**config.mk**
```make
export PLATFORM = sky130hd
export DESIGN_NAME = bullet_wave_scheduler_flat
export DESIGN_NICKNAME = d
export VERILOG_FILES = /design/src/rtl/bullet_pkg.sv /design/src/rtl/bullet_wave_scheduler_if.sv /design/src/rtl/bullet_pattern_rom.sv /design/src/rtl/bullet_wave_scheduler.sv /design/src/flat_wrapper.sv
export SDC_FILE = /design/constraint.sdc
export NUM_CORES = 1
export LEC_CHECK = 0
export CAP_MARGIN = 20
export CORE_MARGIN = 2
export CORE_UTILIZATION = 56
export CTS_CLUSTER_SIZE = 30
export DETAILED_ROUTE_END_ITERATION = 12
export PLACE_DENSITY_LB_ADDON = 0.12
export SLEW_MARGIN = 20
export SYNTH_ARGS = -nofsm -noshare
export SYNTH_HDL_FRONTEND = slang
export SYNTH_HIERARCHICAL = 1
export SYNTH_SLANG_ARGS = --single-unit
```
**constraint.sdc**
```tcl
create_clock -name clk -period 6.2 [get_ports clk]
set_clock_uncertainty 0.15 [all_clocks]
set_input_delay 1.24 -clock clk [delete_from_list [all_inputs] [get_ports clk]]
set_output_delay 1.24 -clock clk [all_outputs]
set_load 0.01 [all_outputs]
```
**src/rtl/bullet_pkg.sv**
```systemverilog
// Shared types and constants for the bullet wave scheduler.
// Descriptor layout, FSM encoding and palette.
package bullet_pkg;

    localparam int DESC_W     = 36;
    localparam int POS_Y_LSB  = 0;
    localparam int POS_X_LSB  = 8;
    localparam int SIZE_X_LSB = 16;
    localparam int SIZE_Y_LSB = 24;
    localparam int COLOR_LSB  = 32;
    localparam int RENDER_BIT = 35;
    localparam int ROM_AW     = 5;

    localparam logic [2:0] WHITE = 3'd0;
    localparam logic [2:0] GREEN = 3'd1;
    localparam logic [2:0] BLUE  = 3'd2;

    typedef enum logic [2:0] {
        S_IDLE,
        S_LOAD,
        S_RUN,
        S_GAP,
        S_DONE
    } sched_state_e;

    function automatic logic [DESC_W-1:0] mk_desc(
        input logic       render,
        input logic [2:0] color,
        input logic [7:0] size_y,
        input logic [7:0] size_x,
        input logic [7:0] pos_x,
        input logic [7:0] pos_y
    );
        logic [DESC_W-1:0] d;
        d = '0;
        d[RENDER_BIT]          = render;
        d[COLOR_LSB +: 3]      = color;
        d[SIZE_Y_LSB +: 8]     = size_y;
        d[SIZE_X_LSB +: 8]     = size_x;
        d[POS_X_LSB +: 8]      = pos_x;
        d[POS_Y_LSB +: 8]      = pos_y;
        return d;
    endfunction

endpackage

```
**src/rtl/bullet_wave_scheduler_if.sv**
```systemverilog
// Scheduler <-> bullet table port bundle.
// The scheduler writes descriptors and pulses; the table reports hits.
interface bullet_wave_scheduler_if
    import bullet_pkg::*;
#(
    parameter int NUM_BULLETS = 3
);
    logic                   wr_en;
    logic [2:0]             wr_idx;
    logic [DESC_W-1:0]      wr_data;
    logic                   step;
    logic [NUM_BULLETS-1:0] clr_mask;
    logic [NUM_BULLETS-1:0] hit_mask;

    modport master (
        output wr_en, wr_idx, wr_data, step, clr_mask,
        input  hit_mask
    );

    modport slave (
        input  wr_en, wr_idx, wr_data, step, clr_mask,
        output hit_mask
    );
endinterface

```
**src/rtl/bullet_pattern_rom.sv**
```systemverilog
// Attack pattern ROM, addressed by wave*NUM_BULLETS+slot.
// Unlisted addresses return a non-rendering blank descriptor.
module bullet_pattern_rom
    import bullet_pkg::*;
(
    input  logic [ROM_AW-1:0] addr,
    output logic [DESC_W-1:0] desc
);
    always_comb begin
        desc = '0;
        case (addr)
            5'd0:  desc = mk_desc(1'b1, WHITE, 8'd8,  8'd8,  8'h10, 8'h20);
            5'd1:  desc = mk_desc(1'b1, GREEN, 8'd8,  8'd8,  8'h40, 8'h20);
            5'd2:  desc = mk_desc(1'b1, BLUE,  8'd8,  8'd8,  8'h70, 8'h20);
            5'd3:  desc = mk_desc(1'b1, WHITE, 8'd4,  8'd4,  8'h20, 8'h10);
            5'd4:  desc = mk_desc(1'b1, GREEN, 8'd4,  8'd4,  8'h60, 8'h10);
            5'd5:  desc = mk_desc(1'b0, BLUE,  8'd4,  8'd4,  8'hA0, 8'h10);
            5'd6:  desc = mk_desc(1'b1, BLUE,  8'd16, 8'd16, 8'h30, 8'h30);
            5'd7:  desc = mk_desc(1'b1, BLUE,  8'd16, 8'd16, 8'h80, 8'h30);
            5'd8:  desc = mk_desc(1'b1, GREEN, 8'd6,  8'd6,  8'hC0, 8'h40);
            5'd9:  desc = mk_desc(1'b1, WHITE, 8'd12, 8'd12, 8'h20, 8'h50);
            5'd10: desc = mk_desc(1'b1, GREEN, 8'd12, 8'd12, 8'h60, 8'h50);
            5'd11: desc = mk_desc(1'b1, BLUE,  8'd12, 8'd12, 8'hA0, 8'h50);
            default: desc = '0;
        endcase
    end
endmodule

```
**src/rtl/bullet_wave_scheduler.sv**
```systemverilog
// Wave sequencer for the bullet table: load, run, flush, gap, repeat.
// All outputs are registered from the next-state decode.
module bullet_wave_scheduler
    import bullet_pkg::*;
#(
    parameter int NUM_BULLETS = 3,
    parameter int NUM_WAVES   = 4,
    parameter int WAVE_FRAMES = 120,
    parameter int GAP_FRAMES  = 30
) (
    input  logic                    clk,
    input  logic                    rst_n,
    input  logic                    start,
    input  logic                    abort,
    input  logic                    frame_tick,
    bullet_wave_scheduler_if.master tbl,
    output logic [1:0]              wave_idx,
    output logic                    busy,
    output logic                    done
);
    localparam logic [NUM_BULLETS-1:0] ALL = '1;

    sched_state_e           state, nstate;
    logic [2:0]             slot, slot_n;
    logic [7:0]             frame_cnt, frame_n;
    logic [7:0]             gap_cnt, gap_n;
    logic [NUM_BULLETS-1:0] alive, alive_base, alive_n, hv;
    logic [NUM_BULLETS-1:0] clr_n;
    logic [1:0]             wave_n;
    logic                   load_n, step_n;
    logic [ROM_AW-1:0]      rom_addr;
    logic [DESC_W-1:0]      rom_desc;

    always_comb begin
        nstate     = state;
        wave_n     = wave_idx;
        slot_n     = slot;
        frame_n    = frame_cnt;
        gap_n      = gap_cnt;
        alive_base = alive;
        hv         = tbl.hit_mask & alive;
        clr_n      = '0;
        step_n     = 1'b0;
        load_n     = 1'b0;
        if (abort) begin
            nstate     = S_IDLE;
            wave_n     = '0;
            slot_n     = '0;
            frame_n    = '0;
            gap_n      = '0;
            alive_base = '0;
            if (state == S_LOAD || state == S_RUN) clr_n = ALL;
        end else begin
            unique case (state)
                S_IDLE, S_DONE: begin
                    if (start) begin
                        nstate     = S_LOAD;
                        wave_n     = '0;
                        slot_n     = '0;
                        frame_n    = '0;
                        alive_base = '0;
                        load_n     = 1'b1;
                    end
                end
                S_LOAD: begin
                    frame_n = '0;
                    if (slot == 3'(NUM_BULLETS - 1)) begin
                        nstate = S_RUN;
                        slot_n = '0;
                    end else begin
                        slot_n = slot + 3'd1;
                        load_n = 1'b1;
                    end
                end
                S_RUN: begin
                    alive_base = alive & ~hv;
                    clr_n      = hv;
                    if (frame_tick) begin
                        step_n  = 1'b1;
                        frame_n = frame_cnt + 8'd1;
                    end
                    // Ending the wave flushes everything still alive, hit or not
                    if ((frame_tick && frame_n == 8'(WAVE_FRAMES)) ||
                        alive_base == '0) begin
                        nstate     = S_GAP;
                        clr_n      = alive;
                        alive_base = '0;
                        gap_n      = '0;
                    end
                end
                S_GAP: begin
                    if (GAP_FRAMES == 0 ||
                        (frame_tick && gap_cnt + 8'd1 == 8'(GAP_FRAMES))) begin
                        gap_n = '0;
                        if (wave_idx == 2'(NUM_WAVES - 1)) begin
                            nstate = S_DONE;
                        end else begin
                            nstate  = S_LOAD;
                            wave_n  = wave_idx + 2'd1;
                            slot_n  = '0;
                            frame_n = '0;
                            load_n  = 1'b1;
                        end
                    end else if (frame_tick) begin
                        gap_n = gap_cnt + 8'd1;
                    end
                end
                default: nstate = S_IDLE;
            endcase
        end
    end

    assign rom_addr = ROM_AW'(wave_n) * ROM_AW'(NUM_BULLETS) + ROM_AW'(slot_n);

    bullet_pattern_rom u_rom (
        .addr (rom_addr),
        .desc (rom_desc)
    );

    always_comb begin
        alive_n = alive_base;
        if (load_n)
            alive_n = alive_base |
                (NUM_BULLETS'(rom_desc[RENDER_BIT]) << slot_n);
    end

    always_ff @(posedge clk or negedge rst_n) begin
        if (!rst_n) begin
            state        <= S_IDLE;
            wave_idx     <= '0;
            slot         <= '0;
            frame_cnt    <= '0;
            gap_cnt      <= '0;
            alive        <= '0;
            tbl.wr_en    <= 1'b0;
            tbl.wr_idx   <= '0;
            tbl.wr_data  <= '0;
            tbl.step     <= 1'b0;
            tbl.clr_mask <= '0;
            busy         <= 1'b0;
            done         <= 1'b0;
        end else begin
            state        <= nstate;
            wave_idx     <= wave_n;
            slot         <= slot_n;
            frame_cnt    <= frame_n;
            gap_cnt      <= gap_n;
            alive        <= alive_n;
            tbl.wr_en    <= load_n;
            tbl.wr_idx   <= load_n ? slot_n : 3'd0;
            tbl.wr_data  <= load_n ? rom_desc : '0;
            tbl.step     <= step_n;
            tbl.clr_mask <= clr_n;
            busy         <= nstate inside {S_LOAD, S_RUN, S_GAP};
            done         <= nstate == S_DONE;
        end
    end
endmodule

```
**src/flat_wrapper.sv**
```systemverilog
// flat-port wrapper written by rule: the top's interface ports become plain ports
module bullet_wave_scheduler_flat import bullet_pkg::*;
#(
    parameter int NUM_BULLETS = 3,
    parameter int NUM_WAVES   = 4,
    parameter int WAVE_FRAMES = 120,
    parameter int GAP_FRAMES  = 30
)
  (clk, rst_n, start, abort, frame_tick, wave_idx, busy, done, tbl_wr_en, tbl_wr_idx, tbl_wr_data, tbl_step, tbl_clr_mask, tbl_hit_mask);
  bullet_wave_scheduler_if #(.NUM_BULLETS(NUM_BULLETS)) tbl_i ();
  input  logic clk;
  input  logic rst_n;
  input  logic start;
  input  logic abort;
  input  logic frame_tick;
  output logic [1:0] wave_idx;
  output logic busy;
  output logic done;
  output wire logic [$bits(tbl_i.wr_en)-1:0] tbl_wr_en;
  output wire logic [$bits(tbl_i.wr_idx)-1:0] tbl_wr_idx;
  output wire logic [$bits(tbl_i.wr_data)-1:0] tbl_wr_data;
  output wire logic [$bits(tbl_i.step)-1:0] tbl_step;
  output wire logic [$bits(tbl_i.clr_mask)-1:0] tbl_clr_mask;
  input wire logic [$bits(tbl_i.hit_mask)-1:0] tbl_hit_mask;
  assign tbl_wr_en = tbl_i.wr_en;
  assign tbl_wr_idx = tbl_i.wr_idx;
  assign tbl_wr_data = tbl_i.wr_data;
  assign tbl_step = tbl_i.step;
  assign tbl_clr_mask = tbl_i.clr_mask;
  assign tbl_i.hit_mask = tbl_hit_mask;
  bullet_wave_scheduler #(.NUM_BULLETS(NUM_BULLETS), .NUM_WAVES(NUM_WAVES), .WAVE_FRAMES(WAVE_FRAMES), .GAP_FRAMES(GAP_FRAMES)) u_core (.clk(clk), .rst_n(rst_n), .start(start), .abort(abort), .frame_tick(frame_tick), .tbl(tbl_i), .wave_idx(wave_idx), .busy(busy), .done(done));
endmodule
```
==> results.yml, run 1 <==
run_status:
  status: "finished, final reports clean"
pwr:
  vdd_ir_drop_max_v: 0.000177
  power_density_nw_per_um2: 229
  cellLeakagePower_nw: 2.14
yosys:
  yosys.area.top_type_share: 0.460
  synth.cell_area_um2: 3970
  synth-async-reset-ratio: 1.00
  yosys_register_bits: 73
  postSynth.topFlopCell: "dfrtp_1"
  synth-xor-area-share: 0.0265
  synthSimpleGateAreaFrac: 0.218
  combinational_family_with_the_most_area_after_synthesis: "simple AND/OR/NAND/NOR gates"
  synth_warnings: 6
  synthMuxAreaShare: 0.0117
  synth-edff-count: 0
  synth.avg_cell_area_um2: 10.2
  part_of_the_yosys_area_used_for_sequential_elements: 0.460
  synth_area_leader: "dfrtp_1"
  synthCells: 388
  synth_compound_gate_area_share: 0.149
  synth-adder-area-share: 0.0511
  ys_types: 76
  synth.most_common_cell: "dfrtp_1"
  synth_top_cells_by_area: "dfrtp_1, and2_1, buf_4, ha_1, nor2_1"
  synth.cells.most_frequent: "dfrtp_1, and2_1, buf_4, nor2_1, nand2_1"
sta:
  report.final.slew_viol_count: 0
  max_slew.worst_pin.slew_ns: 0.932
  slew_headroom: 0.377
  setup_repair_after_global_routing_missed_its_margin: "false"
  totalNegativeSetupSlack_ns: 0
  post-route-period-util: 0.830
  final_hold_viol_count: 0
  finalWorstPathRequiredPeriod_ns: 5.15
  timing.final.setup_violations: 0
  max_freq_mhz: 194
clock_tree:
  clockRootBuffer: "clkbuf_8"
  cts_hold_repair.buffers: 0
  cts-buffers-inserted: 9
  cts_tree: "done"
  cts.reportedPaths.clkPinSlew_ns: 0.07
  ctsResizeCount: 0
  cts.repair_timing.setup_buffer_count: 0
  buffers_from_clock_root_to_sink_at_most: 2
  clock_latency_ns: 0.34
  cts.htree.levels: 3
  clkSinkCount: 73
placement:
  place.gp.congestion: 0.941
  hpwl_um: 5360
  port_buffers: 55
  place_area_um2: 4450
  dpl.cell_count: 520
floorplan:
  die_h_um: 88.2
  starting_density_of_the_core: 0.581
  fp.dieArea_um2: 7780
  ios: 56
  dieWidth_um: 88.2
  placeableCoreArea_um2: 6830
  placementRows: 30
final_layout:
  fillers: 570
  area_of_the_multi_input_gates_um2: 1880
  design_area_um2: 4690
  layout-drive-gt1-share: 0.0977
  final_cell_count_no_fill: 536
  layout-area-overhead-vs-synth_pct: 18.3
  antenna_cells: 0
  nets: 458
  seq_cell_area_um2: 1830
setup_path:
  worstPathMaxFanout: 12
  reg2reg_to: "u_core/alive[0]$_DFF_PN0_"
  worst-r2r-setup-slack_ns: 1.55
  worst-endpoint-required_ns: 6.28
  type_of_origin_of_the_critical_path: "input port"
  timing.rr.start: "u_core/gap_cnt[0]$_DFFE_PN0P_"
  crit_path_class: "input port to register"
  rr_worst_depth: 14
  category_of_the_worst_setup_path_capture_point: "register"
  worst_ep_arrival_time_ns: 5.23
routing:
  drc_violation_count_after_routing: 0
  totalWireLength_um: 7520
  route.vias.total: 2878
  drt_iter0_markers: 212
  ant_nets: 0
  detail_route.first_pass.iterations: 4
  vias_per_cell: 5.37
  wl_per_cell_um: 14.0
flow_run:
  max-cap-violations: 0
grt:
  global_route.overflow_total: 0
  pin_count_of_the_biggest_net_entering_global_routing: 74
  grt_pass1_vias: 2854
  grt_first_pass_wirelength_um: 12800
  grt_util_all_layers: 0.212
  antenna_found_initial: 0
worst_hold_path:
  min_to: "u_core/gap_cnt[3]$_DFFE_PN0P_"
  timing.hold.worst.start: "u_core/gap_cnt[3]$_DFFE_PN0P_"
  holdPathStages: 1
  hold_path.class: "register to register"
[worst max path at each step]
stage          slack (ns)  cells after the start  startpoint                         to
3_5_place_dp         0.71                     14  frame_tick  u_core/alive[0]$_DFF_PN0_
2_1_floorplan        1.36                     15  frame_tick  u_core/alive[0]$_DFF_PN0_
6_report             1.05                     14  frame_tick  u_core/alive[0]$_DFF_PN0_
4_1_cts              1.04                     14  frame_tick  u_core/alive[0]$_DFF_PN0_
3_3_place_gp         0.77                     16  frame_tick  u_core/alive[0]$_DFF_PN0_
5_1_grt              0.77                     14  frame_tick  u_core/alive[0]$_DFF_PN0_
[final cells by class]
| cell class | count | area share |
|---|---|---|
| inverter | 14 | 0.0112 |
| sequential | 73 | 0.389 |
| timing repair buffer | 58 | 0.122 |
| clock buffer | 11 | 0.0301 |
| multi-input combinational | 279 | 0.400 |
| clock inverter | 5 | 0.0219 |
| tap | 96 | 0.0256 |
[flip-flops by register name (all words and copies together), names as in the netlist, 2 cells and up]
register,cells
u_core/frame_cnt,8
u_core/tbl.clr_mask,3
u_core/tbl.wr_idx,3
u_core/tbl.wr_data,36
u_core/state,3
u_core/gap_cnt,8
u_core/alive,3
u_core/slot,3
u_core/wave_idx,2
[power breakdown]
| part | leakage (nW) | switching, mW | total (mW) | internal [mW] |
|---|---|---|---|---|
| Sequential | 0.997 | 0.0102 | 0.505 | 0.495 |
| Clock | 0.120 | 0.166 | 0.444 | 0.278 |
| Combinational | 1.03 | 0.0679 | 0.126 | 0.0580 |
[metrics by stage]
stage	power, mW	utilization	hold WS (ns)	setup slack [ns]
global placement	0.639	0.651	0.369	0.767
CTS	1.09	0.687	0.403	1.04
floorplan	0.591	-	0.348	1.36
detailed placement	0.641	0.651	0.386	0.709
finish	1.07	0.687	0.397	1.05
global route	1.12	0.687	0.424	0.770
[logic make-up (layout without fill, tap and decap cells)]
group,after synthesis,count (layout)
AND/OR/NAND/NOR,153,153
AO/OA/AOI/OAI,77,77
flip-flops,73,73
buffers and inverters,53,88
adder cells (fa/ha/maj),15,15
XOR/XNOR,12,12
multiplexers,4,4
other,1,18
[worst max-delay path, cell delays in order]
cell and delay (ns):
clkdlybuf4s50_1 0.46, buf_4 0.15, nand4_1 0.11, a221oi_2 0.29, and3_2 0.27, nor2_1 0.05, nor4_1 0.48, fa_1 0.51
ha_1 0.23, fa_1 0.73, o21a_1 0.18, nor2_1 0.06, and2_1 0.21, a32o_1 0.24
[metal layers]
| layer | track usage | share of wire |
|---|---|---|
| met3 | 0.0669 | 0.050 |
| met2 | 0.348 | 0.50 |
| met5 | 0 | 0 |
| met4 | 0.0730 | 0.013 |
| met1 | 0.266 | 0.44 |
[cell usage in the layout (no fill, tap or decap), drive strengths merged, types with 10 or more instances in the layout]
cell,Yosys,final
and2,42,42
clkbuf,6,11
nor2b,10,10
nor2,25,25
ha,13,13
clkdlybuf4s50,0,54
inv,14,14
a21oi,15,15
o21ai,13,13
nand2,23,23
dfrtp,73,73
conb,1,18
Note: power is estimated with default switching activity, not from simulation.
==> run 2, diff against run 1 <==
--- a/config.mk
+++ b/config.mk
@@ -7,7 +7,7 @@
 export LEC_CHECK = 0
 export CAP_MARGIN = 20
 export CORE_MARGIN = 2
-export CORE_UTILIZATION = 56
+export CORE_UTILIZATION = 50
 export CTS_CLUSTER_SIZE = 30
 export DETAILED_ROUTE_END_ITERATION = 12
 export PLACE_DENSITY_LB_ADDON = 0.12
==> constraint.sdc (replaced) <==
create_clock -name clk -period 4.2 [get_ports clk]
set_clock_uncertainty 0.15 [all_clocks]
set_input_delay 0.84 -clock clk [delete_from_list [all_inputs] [get_ports clk]]
set_output_delay 0.84 -clock clk [all_outputs]
set_load 0.01 [all_outputs]
==> run 2 against run 1 <==
Against the previous run: die area up 11%; worst hold slack worse by 0.00063 ns; critical path depth unchanged; design area increased by 6.7%; largest cell class unchanged.
==> results.yml, run 2 (synthesized netlist as in run 1, its figures left out) <==
run_status:
  status: "finished, final reports clean"
placement:
  place.gp.congestion: 0.890
  hpwl_um: 5930
  port_buffers: 55
  dp_worst_setup_slack_ns: -0.349
grt:
  grt_util_all_layers: 0.207
  antenna_found_initial: 0
  pin_count_of_the_biggest_net_entering_global_routing: 74
  global_route.overflow_total: 0
  grt_first_pass_wirelength_um: 14100
  grt_pass1_vias: 2907
final_layout:
  layout-area-overhead-vs-synth_pct: 26.2
  largest_registers: "u_core/tbl.wr_data: 36 flops, u_core/frame_cnt: 8 flops, u_core/gap_cnt: 8 flops"
  nets: 491
  antenna_cells: 0
  mostFrequentLayoutCells: "dfrtp_1, clkdlybuf4s50_1, and2_1"
  layout-drive-gt1-share: 0.188
  register_with_the_most_flip_flops: "u_core/tbl.wr_data"
  largest_register_ff_count: 36
  layout_commonest_cell: "dfrtp_1"
flow_run:
  max-cap-violations: 0
clock_tree:
  cts-buffers-inserted: 9
  cts_tree: "done"
  clkSinkCount: 73
  cts.htree.levels: 3
  buffers_from_clock_root_to_sink_at_most: 2
  cts_hold_repair.buffers: 0
  cts.reportedPaths.clkPinSlew_ns: 0.08
  clockRootBuffer: "clkbuf_8"
  clock_latency_ns: 0.35
sta:
  report.final.slew_viol_count: 0
  final_hold_viol_count: 0
  fin_worst_setup_slack_ns: 0.144
  max_slew.worst_pin.slew_ns: 0.919
  totalNegativeSetupSlack_ns: 0
  post-route-period-util: 0.966
  timing.final.setup_violations: 0
  slew_headroom: 0.387
  finalWorstPathRequiredPeriod_ns: 4.06
  max_freq_mhz: 247
pwr:
  vdd_ir_drop_max_v: 0.000196
  cellLeakagePower_nw: 2.30
  power_density_nw_per_um2: 309
setup_path:
  worst-endpoint-required_ns: 4.29
  worstPathMaxFanout: 6
  cells_along_the_critical_path: "and4_4, a211o_1, a221oi_4, and3_4, nand2_1, nor2_2, nor4_4, fa_1, ha_2, fa_2, o21a_1, nor2_1, and2_1, a32o_1"
  path_delay_family: "adder cells"
  category_of_the_worst_setup_path_capture_point: "register"
  critical_path_buf_inv_count: 0
  timing.rr.start: "u_core/gap_cnt[1]$_DFFE_PN0P_"
  type_of_origin_of_the_critical_path: "register"
  crit_path_class: "register to register"
  slowest_delay_ns: 0.64
  critPathSlowestCell: "fa_2"
  crit_path_start: "u_core/gap_cnt[1]$_DFFE_PN0P_"
  worst_ep_arrival_time_ns: 4.15
routing:
  totalWireLength_um: 8530
  route.vias.total: 3037
  wl_per_cell_um: 14.8
  ant_nets: 0
  drc_violation_count_after_routing: 0
  detail_route.first_pass.iterations: 4
  drt_iter0_markers: 137
  vias_per_cell: 5.28
floorplan:
  fp.dieArea_um2: 8670
  die_h_um: 93.1
  starting_density_of_the_core: 0.514
  placeableCoreArea_um2: 7730
  ios: 56
  dieWidth_um: 93.1
  placementRows: 32
worst_hold_path:
  timing.hold.worst.start: "u_core/frame_cnt[7]$_DFFE_PN0P_"
  hold_path.class: "register to register"
-- run 2: cell type report --
class	count	area (um2)
Clock buffer	10	128
Clock inverter	6	82.6
Fill cell	631	2720
Inverter	14	52.6
Multi-Input combinational cell	279	1970
Sequential cell	73	1830
Tap cell	102	128
Timing Repair Buffer	91	822
-- run 2: worst paths after layout --
check | to | slack [ns] | depth (start not counted)
worst min-delay path | u_core/frame_cnt[7]$_DFFE_PN0P_ | 0.40 | 1
min in group asynchronous | u_core/gap_cnt[5]$_DFFE_PN0P_ | 0.45 | 1
max in group asynchronous | u_core/gap_cnt[1]$_DFFE_PN0P_ | 2.82 | 1
worst max-delay path | u_core/alive[0]$_DFF_PN0_ | 0.14 | 14
worst max register to register | u_core/alive[0]$_DFF_PN0_ | 0.14 | 14
worst min register to register | u_core/frame_cnt[7]$_DFFE_PN0P_ | 0.40 | 1
-- run 2: per-layer routing --
metal	vias up	GRT usage	routed length, um
met1	1467	0.278	3950
met3	17	0.0443	412
met5	-	0	0
li1	1480	-	-
met4	0	0.0931	199
met2	73	0.324	3970
-- run 2: report_power, final --
group	total [mW]	internal (mW)	switching [mW]
Sequential	0.744	0.731	0.0129
Clock	0.596	0.331	0.265
Combinational	0.209	0.0991	0.110
Total	1.55	1.16	0.388
-- run 2: repair_timing --
item,CTS,global route
buffers inserted,0,5
resized for setup,0,17
endpoints found under the hold margin,0,0
endpoints found under the setup margin,0,21
-- run 2: through the flow --
step / utilization / power (mW) / hold slack [ns] / area, um2 / cells
2_1_floorplan: - / 0.872 / 0.348 / 4050 / 405
3_3_place_gp: 0.605 / 0.961 / 0.368 / 4680 / 553
3_5_place_dp: 0.605 / 0.964 / 0.386 / 4680 / 553
4_1_cts: 0.632 / 1.57 / 0.402 / 4890 / 569
5_1_grt: 0.648 / 1.62 / 0.425 / 5010 / 575
6_report: 0.648 / 1.55 / 0.397 / 5010 / 575
==> run 3, diff against run 2 <==
--- a/config.mk
+++ b/config.mk
@@ -5,7 +5,7 @@
 export SDC_FILE = /design/constraint.sdc
 export NUM_CORES = 1
 export LEC_CHECK = 0
-export CAP_MARGIN = 20
+export CAP_MARGIN = 15
 export CORE_MARGIN = 2
 export CORE_UTILIZATION = 50
 export CTS_CLUSTER_SIZE = 30
==> results of run 3 <==
Final layout, timing and power as in run 2 (identical DEF).
